$ cat src/rtl/rv_csr_sequencer_pkg.sv
// Shared types for the Zicsr sequencer: funct3 encodings, FSM states
// and the read-only address test.
package rv_csr_pkg;

  typedef enum logic [2:0] {
    OP_ILL0 = 3'b000,
    OP_RW   = 3'b001,
    OP_RS   = 3'b010,
    OP_RC   = 3'b011,
    OP_ILL4 = 3'b100,
    OP_RWI  = 3'b101,
    OP_RSI  = 3'b110,
    OP_RCI  = 3'b111
  } csr_op_t;

  typedef enum logic [1:0] {
    S_IDLE  = 2'd0,
    S_READ  = 2'd1,
    S_WRITE = 2'd2,
    S_RESP  = 2'd3
  } seq_state_t;

  function automatic logic csr_is_read_only(
    input logic [11:0] addr
  );
    return addr[11:10] == 2'b11;
  endfunction

endpackage

$ cat src/rtl/rv_csr_sequencer_if.sv
// Decode request, CSR file strobe and writeback response bundle.
// slave = sequencer side, master = decode/CSR-file/writeback side.
interface rv_csr_sequencer_if #(
  parameter bit rv64 = 1'b1
);
  localparam int xlen = rv64 ? 64 : 32;

  logic            req_valid;
  logic            req_ready;
  logic [2:0]      req_op;
  logic [11:0]     req_csr;
  logic [4:0]      req_rd;
  logic [4:0]      req_rs1;
  logic [xlen-1:0] req_rs1_value;

  logic [11:0]     csr_addr;
  logic            csr_load;
  logic            csr_store;
  logic [xlen-1:0] csr_store_value;
  logic            csr_sigill;
  logic [xlen-1:0] csr_load_value;

  logic            resp_valid;
  logic            resp_ready;
  logic [4:0]      resp_rd;
  logic [xlen-1:0] resp_value;
  logic            resp_write_rd;
  logic            resp_sigill;

  modport slave (
    input  req_valid, req_op, req_csr,
    input  req_rd, req_rs1, req_rs1_value,
    output req_ready,
    output csr_addr, csr_load, csr_store,
    output csr_store_value,
    input  csr_sigill, csr_load_value,
    output resp_valid, resp_rd, resp_value,
    output resp_write_rd, resp_sigill,
    input  resp_ready
  );

  modport master (
    output req_valid, req_op, req_csr,
    output req_rd, req_rs1, req_rs1_value,
    input  req_ready,
    input  csr_addr, csr_load, csr_store,
    input  csr_store_value,
    output csr_sigill, csr_load_value,
    input  resp_valid, resp_rd, resp_value,
    input  resp_write_rd, resp_sigill,
    output resp_ready
  );

endinterface

$ cat src/rtl/rv_csr_sequencer_rmw.sv
// Combinational CSR read-modify-write value: RW -> src,
// RS -> old|src, RC -> old&~src. Ports: op_i, old_i, src_i, new_o.
module rv_csr_rmw
  import rv_csr_pkg::*;
#(
  parameter int xlen = 64
) (
  input  csr_op_t         op_i,
  input  logic [xlen-1:0] old_i,
  input  logic [xlen-1:0] src_i,
  output logic [xlen-1:0] new_o
);

  logic is_set;
  logic is_clr;

  assign is_set = op_i[1:0] == 2'b10;
  assign is_clr = op_i[1:0] == 2'b11;

  always_comb begin
    new_o = src_i;
    unique case (1'b1)
      is_set:  new_o = old_i | src_i;
      is_clr:  new_o = old_i & ~src_i;
      default: new_o = src_i;
    endcase
  end

endmodule

$ cat src/rtl/rv_csr_sequencer.sv
// Zicsr sequencer: IDLE -> [READ] -> [WRITE] -> RESP, one op in flight.
// Ports: clock, reset (async, active-low), bus (slave modport).
module rv_csr_sequencer
  import rv_csr_pkg::*;
#(
  parameter bit rv64 = 1'b1
) (
  input  logic clock,
  input  logic reset,
  rv_csr_sequencer_if.slave bus
);

  localparam int xlen = rv64 ? 64 : 32;

  seq_state_t      state_q, state_d;
  csr_op_t         op_q, op_d;
  logic [11:0]     csr_q, csr_d;
  logic [4:0]      rd_q, rd_d;
  logic [xlen-1:0] src_q, src_d;
  logic [xlen-1:0] old_q, old_d;
  logic            nrd_q, nrd_d;
  logic            nwr_q, nwr_d;
  logic            ill_q, ill_d;

  logic [xlen-1:0] rmw_new;

  rv_csr_rmw #(.xlen(xlen)) u_rmw (
    .op_i  (op_q),
    .old_i (old_q),
    .src_i (src_q),
    .new_o (rmw_new)
  );

  logic is_rw_req;
  logic is_imm_req;
  logic is_ill_req;

  assign is_rw_req  = bus.req_op[1:0] == 2'b01;
  assign is_imm_req = bus.req_op[2];
  assign is_ill_req = bus.req_op[1:0] == 2'b00;

  always_ff @(posedge clock or negedge reset) begin
    if (!reset) begin
      state_q <= S_IDLE;
      op_q    <= OP_ILL0;
      csr_q   <= '0;
      rd_q    <= '0;
      src_q   <= '0;
      old_q   <= '0;
      nrd_q   <= 1'b0;
      nwr_q   <= 1'b0;
      ill_q   <= 1'b0;
    end else begin
      state_q <= state_d;
      op_q    <= op_d;
      csr_q   <= csr_d;
      rd_q    <= rd_d;
      src_q   <= src_d;
      old_q   <= old_d;
      nrd_q   <= nrd_d;
      nwr_q   <= nwr_d;
      ill_q   <= ill_d;
    end
  end

  always_comb begin
    state_d = state_q;
    op_d    = op_q;
    csr_d   = csr_q;
    rd_d    = rd_q;
    src_d   = src_q;
    old_d   = old_q;
    nrd_d   = nrd_q;
    nwr_d   = nwr_q;
    ill_d   = ill_q;

    bus.req_ready       = 1'b0;
    bus.csr_addr        = '0;
    bus.csr_load        = 1'b0;
    bus.csr_store       = 1'b0;
    bus.csr_store_value = '0;
    bus.resp_valid      = 1'b0;
    bus.resp_rd         = '0;
    bus.resp_value      = '0;
    bus.resp_write_rd   = 1'b0;
    bus.resp_sigill     = 1'b0;

    unique case (state_q)
      S_IDLE: begin
        bus.req_ready = 1'b1;
        if (bus.req_valid) begin
          op_d  = csr_op_t'(bus.req_op);
          csr_d = bus.req_csr;
          rd_d  = bus.req_rd;
          src_d = is_imm_req
                ? {{(xlen-5){1'b0}}, bus.req_rs1}
                : bus.req_rs1_value;
          old_d = '0;
          nrd_d = !(is_rw_req && bus.req_rd == 5'd0);
          nwr_d = is_rw_req || bus.req_rs1 != 5'd0;
          ill_d = is_ill_req;
          if (is_ill_req)
            state_d = S_RESP;
          else if (!(is_rw_req && bus.req_rd == 5'd0))
            state_d = S_READ;
          else
            state_d = S_WRITE;
        end
      end
      S_READ: begin
        bus.csr_load = 1'b1;
        bus.csr_addr = csr_q;
        old_d = bus.csr_load_value;
        ill_d = bus.csr_sigill;
        if (bus.csr_sigill) begin
          state_d = S_RESP;
        end else if (nwr_q && csr_is_read_only(csr_q)) begin
          ill_d   = 1'b1;
          state_d = S_RESP;
        end else if (nwr_q) begin
          state_d = S_WRITE;
        end else begin
          state_d = S_RESP;
        end
      end
      S_WRITE: begin
        bus.csr_addr = csr_q;
        state_d = S_RESP;
        // Only a write-only entry still needs the read-only test;
        // the READ path has already applied it.
        if (!nrd_q && csr_is_read_only(csr_q)) begin
          ill_d = 1'b1;
        end else begin
          bus.csr_store       = 1'b1;
          bus.csr_store_value = rmw_new;
          ill_d = ill_q | bus.csr_sigill;
        end
      end
      S_RESP: begin
        bus.resp_valid    = 1'b1;
        bus.resp_rd       = rd_q;
        bus.resp_value    = old_q;
        bus.resp_sigill   = ill_q;
        bus.resp_write_rd = !ill_q && nrd_q
                          && rd_q != 5'd0;
        if (bus.resp_ready)
          state_d = S_IDLE;
      end
      default: state_d = S_IDLE;
    endcase
  end

endmodule

$ cat src/flat_wrapper.sv
// flat-port wrapper written by rule: the top's interface ports become plain ports
module rv_csr_sequencer_flat import rv_csr_pkg::*;
#(
  parameter bit rv64 = 1'b1
)
  (clock, reset, bus_req_valid, bus_req_op, bus_req_csr, bus_req_rd, bus_req_rs1, bus_req_rs1_value, bus_req_ready, bus_csr_addr, bus_csr_load, bus_csr_store, bus_csr_store_value, bus_csr_sigill, bus_csr_load_value, bus_resp_valid, bus_resp_rd, bus_resp_value, bus_resp_write_rd, bus_resp_sigill, bus_resp_ready);
  rv_csr_sequencer_if #(.rv64(rv64)) bus_i ();
  input  logic clock;
  input  logic reset;
  input wire logic [$bits(bus_i.req_valid)-1:0] bus_req_valid;
  input wire logic [$bits(bus_i.req_op)-1:0] bus_req_op;
  input wire logic [$bits(bus_i.req_csr)-1:0] bus_req_csr;
  input wire logic [$bits(bus_i.req_rd)-1:0] bus_req_rd;
  input wire logic [$bits(bus_i.req_rs1)-1:0] bus_req_rs1;
  input wire logic [$bits(bus_i.req_rs1_value)-1:0] bus_req_rs1_value;
  output wire logic [$bits(bus_i.req_ready)-1:0] bus_req_ready;
  output wire logic [$bits(bus_i.csr_addr)-1:0] bus_csr_addr;
  output wire logic [$bits(bus_i.csr_load)-1:0] bus_csr_load;
  output wire logic [$bits(bus_i.csr_store)-1:0] bus_csr_store;
  output wire logic [$bits(bus_i.csr_store_value)-1:0] bus_csr_store_value;
  input wire logic [$bits(bus_i.csr_sigill)-1:0] bus_csr_sigill;
  input wire logic [$bits(bus_i.csr_load_value)-1:0] bus_csr_load_value;
  output wire logic [$bits(bus_i.resp_valid)-1:0] bus_resp_valid;
  output wire logic [$bits(bus_i.resp_rd)-1:0] bus_resp_rd;
  output wire logic [$bits(bus_i.resp_value)-1:0] bus_resp_value;
  output wire logic [$bits(bus_i.resp_write_rd)-1:0] bus_resp_write_rd;
  output wire logic [$bits(bus_i.resp_sigill)-1:0] bus_resp_sigill;
  input wire logic [$bits(bus_i.resp_ready)-1:0] bus_resp_ready;
  assign bus_i.req_valid = bus_req_valid;
  assign bus_i.req_op = bus_req_op;
  assign bus_i.req_csr = bus_req_csr;
  assign bus_i.req_rd = bus_req_rd;
  assign bus_i.req_rs1 = bus_req_rs1;
  assign bus_i.req_rs1_value = bus_req_rs1_value;
  assign bus_req_ready = bus_i.req_ready;
  assign bus_csr_addr = bus_i.csr_addr;
  assign bus_csr_load = bus_i.csr_load;
  assign bus_csr_store = bus_i.csr_store;
  assign bus_csr_store_value = bus_i.csr_store_value;
  assign bus_i.csr_sigill = bus_csr_sigill;
  assign bus_i.csr_load_value = bus_csr_load_value;
  assign bus_resp_valid = bus_i.resp_valid;
  assign bus_resp_rd = bus_i.resp_rd;
  assign bus_resp_value = bus_i.resp_value;
  assign bus_resp_write_rd = bus_i.resp_write_rd;
  assign bus_resp_sigill = bus_i.resp_sigill;
  assign bus_i.resp_ready = bus_resp_ready;
  rv_csr_sequencer #(.rv64(rv64)) u_core (.clock(clock), .reset(reset), .bus(bus_i));
endmodule
$ cat config.mk
export PLATFORM = sky130hd
export DESIGN_NAME = rv_csr_sequencer_flat
export DESIGN_NICKNAME = d
export VERILOG_FILES = /design/src/rtl/rv_csr_sequencer_pkg.sv /design/src/rtl/rv_csr_sequencer_if.sv /design/src/rtl/rv_csr_sequencer_rmw.sv /design/src/rtl/rv_csr_sequencer.sv /design/src/flat_wrapper.sv
export SDC_FILE = /design/constraint.sdc
export NUM_CORES = 1
export LEC_CHECK = 0
export ABC_AREA = 1
export BUFFER_PORTS_ARGS = -buffer_cell sky130_fd_sc_hd__buf_2
export CORE_MARGIN = 2
export CORE_UTILIZATION = 33
export CTS_BUF_LIST = sky130_fd_sc_hd__clkbuf_4 sky130_fd_sc_hd__clkbuf_8
export DETAILED_ROUTE_END_ITERATION = 10
export PLACE_DENSITY = 0.54
export RECOVER_POWER = 50
export SLEW_MARGIN = 25
export SYNTH_ARGS = -nofsm -noshare
export SYNTH_HDL_FRONTEND = slang
export SYNTH_HIERARCHICAL = 1
export SYNTH_SLANG_ARGS = --single-unit
$ cat constraint.sdc
create_clock -name clock -period 3.85 [get_ports clock]
set_input_delay 0.385 -clock clock [delete_from_list [all_inputs] [get_ports clock]]
set_output_delay 0.385 -clock clock [all_outputs]
set_load 0.1 [all_outputs]
==> out/qor.csv <==
metric,value,unit
cp_max_fo,82,
htreeDepth,4,
worst_slack,0.631,ns
slew_viol_final,278,
cts_buffers,17,
root_buffer,clkbuf_8,
dp_slack,1.18,ns
layout_commonest_cell,nand2_1,
fin_skew,0.0145,ns
worstPathRequired,4.23,ns
syn-num-nets,1334,
coreArea,0.0253,mm^2
dp_cells,1749,
postCtsSetupBuffers,0,
clkTransAtPathRegs,0.09,ns
drtIter0Drc,691,
die_w,165,um
grt_pass1_wl,42600,um
leakage,6.57,nW
power.density,931,mW/mm^2
status,"complete, but fails checks",
grt_max_degree,100,
layout_common_cells,"nand2_1, buf_2, inv_1, nand3_1, dfrtp_1",
grt-ovfl-total,0,
cap_violations,4,
io_buffers,308,
timing.setup.tns,0,ns
postCtsHoldBufs,0,
drive_gt1_share,24.6,%
hp-start,bus_req_csr[10],
clkLatencyLatePin,0.45,ns
grt_pass1_vias,7782,
hold_path.class,primary input to flop,
cts_sinks,152,
drt_wl_total,27700,um
critical_path_arrival,3.60,ns
vias,8290,
finalSetupViolCount,0,
antenna_found_initial,4,
violations,"capacitance limit, slew limit",
die_h,165,um
critPathLaunch,u_core/state_q[0],
pin_count,309,
final_cells,1783,
final_nets,1601,
remaining_drc_errors,0,
dieArea,0.0271,mm^2
avgSynthCellArea,7.28,um^2
antenna_left,0,
gp_congestion,0.828,
power.ir.vdd_worst,0.633,mV
first_pass_iters,6,
worst_pin_slew,2.57,ns
finalHoldViolations,0,
hpwl,18100,um
synth_cells,1171,
vias_per_cell,4.65,
post-route-period-util,83.6,%
r2r_start,u_core/state_q[0],
maxSlewHeadroom,-71.1,%
grt_setup_unrepaired,false,
wl_per_cell,15.5,um
syn_area,0.00852,mm^2
grt_usage,20.2,%
fmax,0.311,GHz
syn_to_final_growth,22.3,%
yosysWarnings,6,
crit_path_end_kind,flop,
cts_resized,0,
cts_tree,done,
rows,58,
initial_core_util,33.8,%
critPathKind,flop to flop,
period_minus_slack,3.22,ns
clk_path_buf_depth,2,
start_kind,flop,
## flip-flops by register name, summed over array words and instances (netlist names)
signal and flops:
u_core/rd_q 5, u_core/nrd_q 1, u_core/nwr_q 1, u_core/ill_q 1, u_core/old_q 64, u_core/csr_q 12, u_core/src_q 64, u_core/op_q 2
u_core/state_q 2
## path summary, 6_finish.rpt
path                       cells after the start  slack (ns)          endpoint
setup / recovery                               6        0.63  u_core/old_q[35]
hold / removal                                 3        0.12  u_core/csr_q[10]
setup reg to reg                               6        0.63  u_core/old_q[35]
hold reg to reg                                2        0.49   u_core/csr_q[8]
max in group asynchronous                      2        1.02  u_core/src_q[45]
min in group asynchronous                      1        0.69  u_core/src_q[14]
## critical path: stages, from the launching register on
cell and delay [ns]:
dfrtp_1 0.43, inv_1 0.11, ha_1 0.24, nand2_1 0.50, clkbuf_2 1.43, nand3_1 0.20, nand2_1 0.13
## power by group
part | internal (W) | switching [W]
clock | 0.000540 | 0.000662
combinational | 0.00121 | 0.00463
sequential | 0.00217 | 0.000499
## metal layers
layer	vias up	global-route usage [%]	share of wire, %
met5	-	0	0.025
met4	2	6.44	1.2
met3	22	3.72	6.1
met2	289	31.8	47
met1	3852	28.2	45
li1	4125	-	-
## final cells by class
| class | instances | area [um^2] |
|---|---|---|
| Antenna cell | 3 | 7.51 |
| Clock buffer | 19 | 255 |
| Clock inverter | 12 | 119 |
| Fill cell | 2783 | 14800 |
| Inverter | 227 | 852 |
| Multi-Input combinational cell | 719 | 3340 |
| Sequential cell | 152 | 3800 |
| Tap cell | 330 | 413 |
| Timing Repair Buffer | 321 | 1630 |
## per-stage QoR
| step | utilization, % | power (W) | area, um^2 | hold WS (ns) |
|---|---|---|---|---|
| floorplan | - | 0.00757 | 8520 | 0.0894 |
| global placement | 40.0 | 0.00854 | 10100 | 0.467 |
| detailed placement | 40.0 | 0.00858 | 10100 | 0.468 |
| CTS | 41.5 | 0.00981 | 10500 | 0.0537 |
| global route | 41.3 | 0.0104 | 10400 | 0.0930 |
| finish | 41.3 | 0.00971 | 10400 | 0.119 |
No activity file was read; power rests on OpenSTA's default activity.
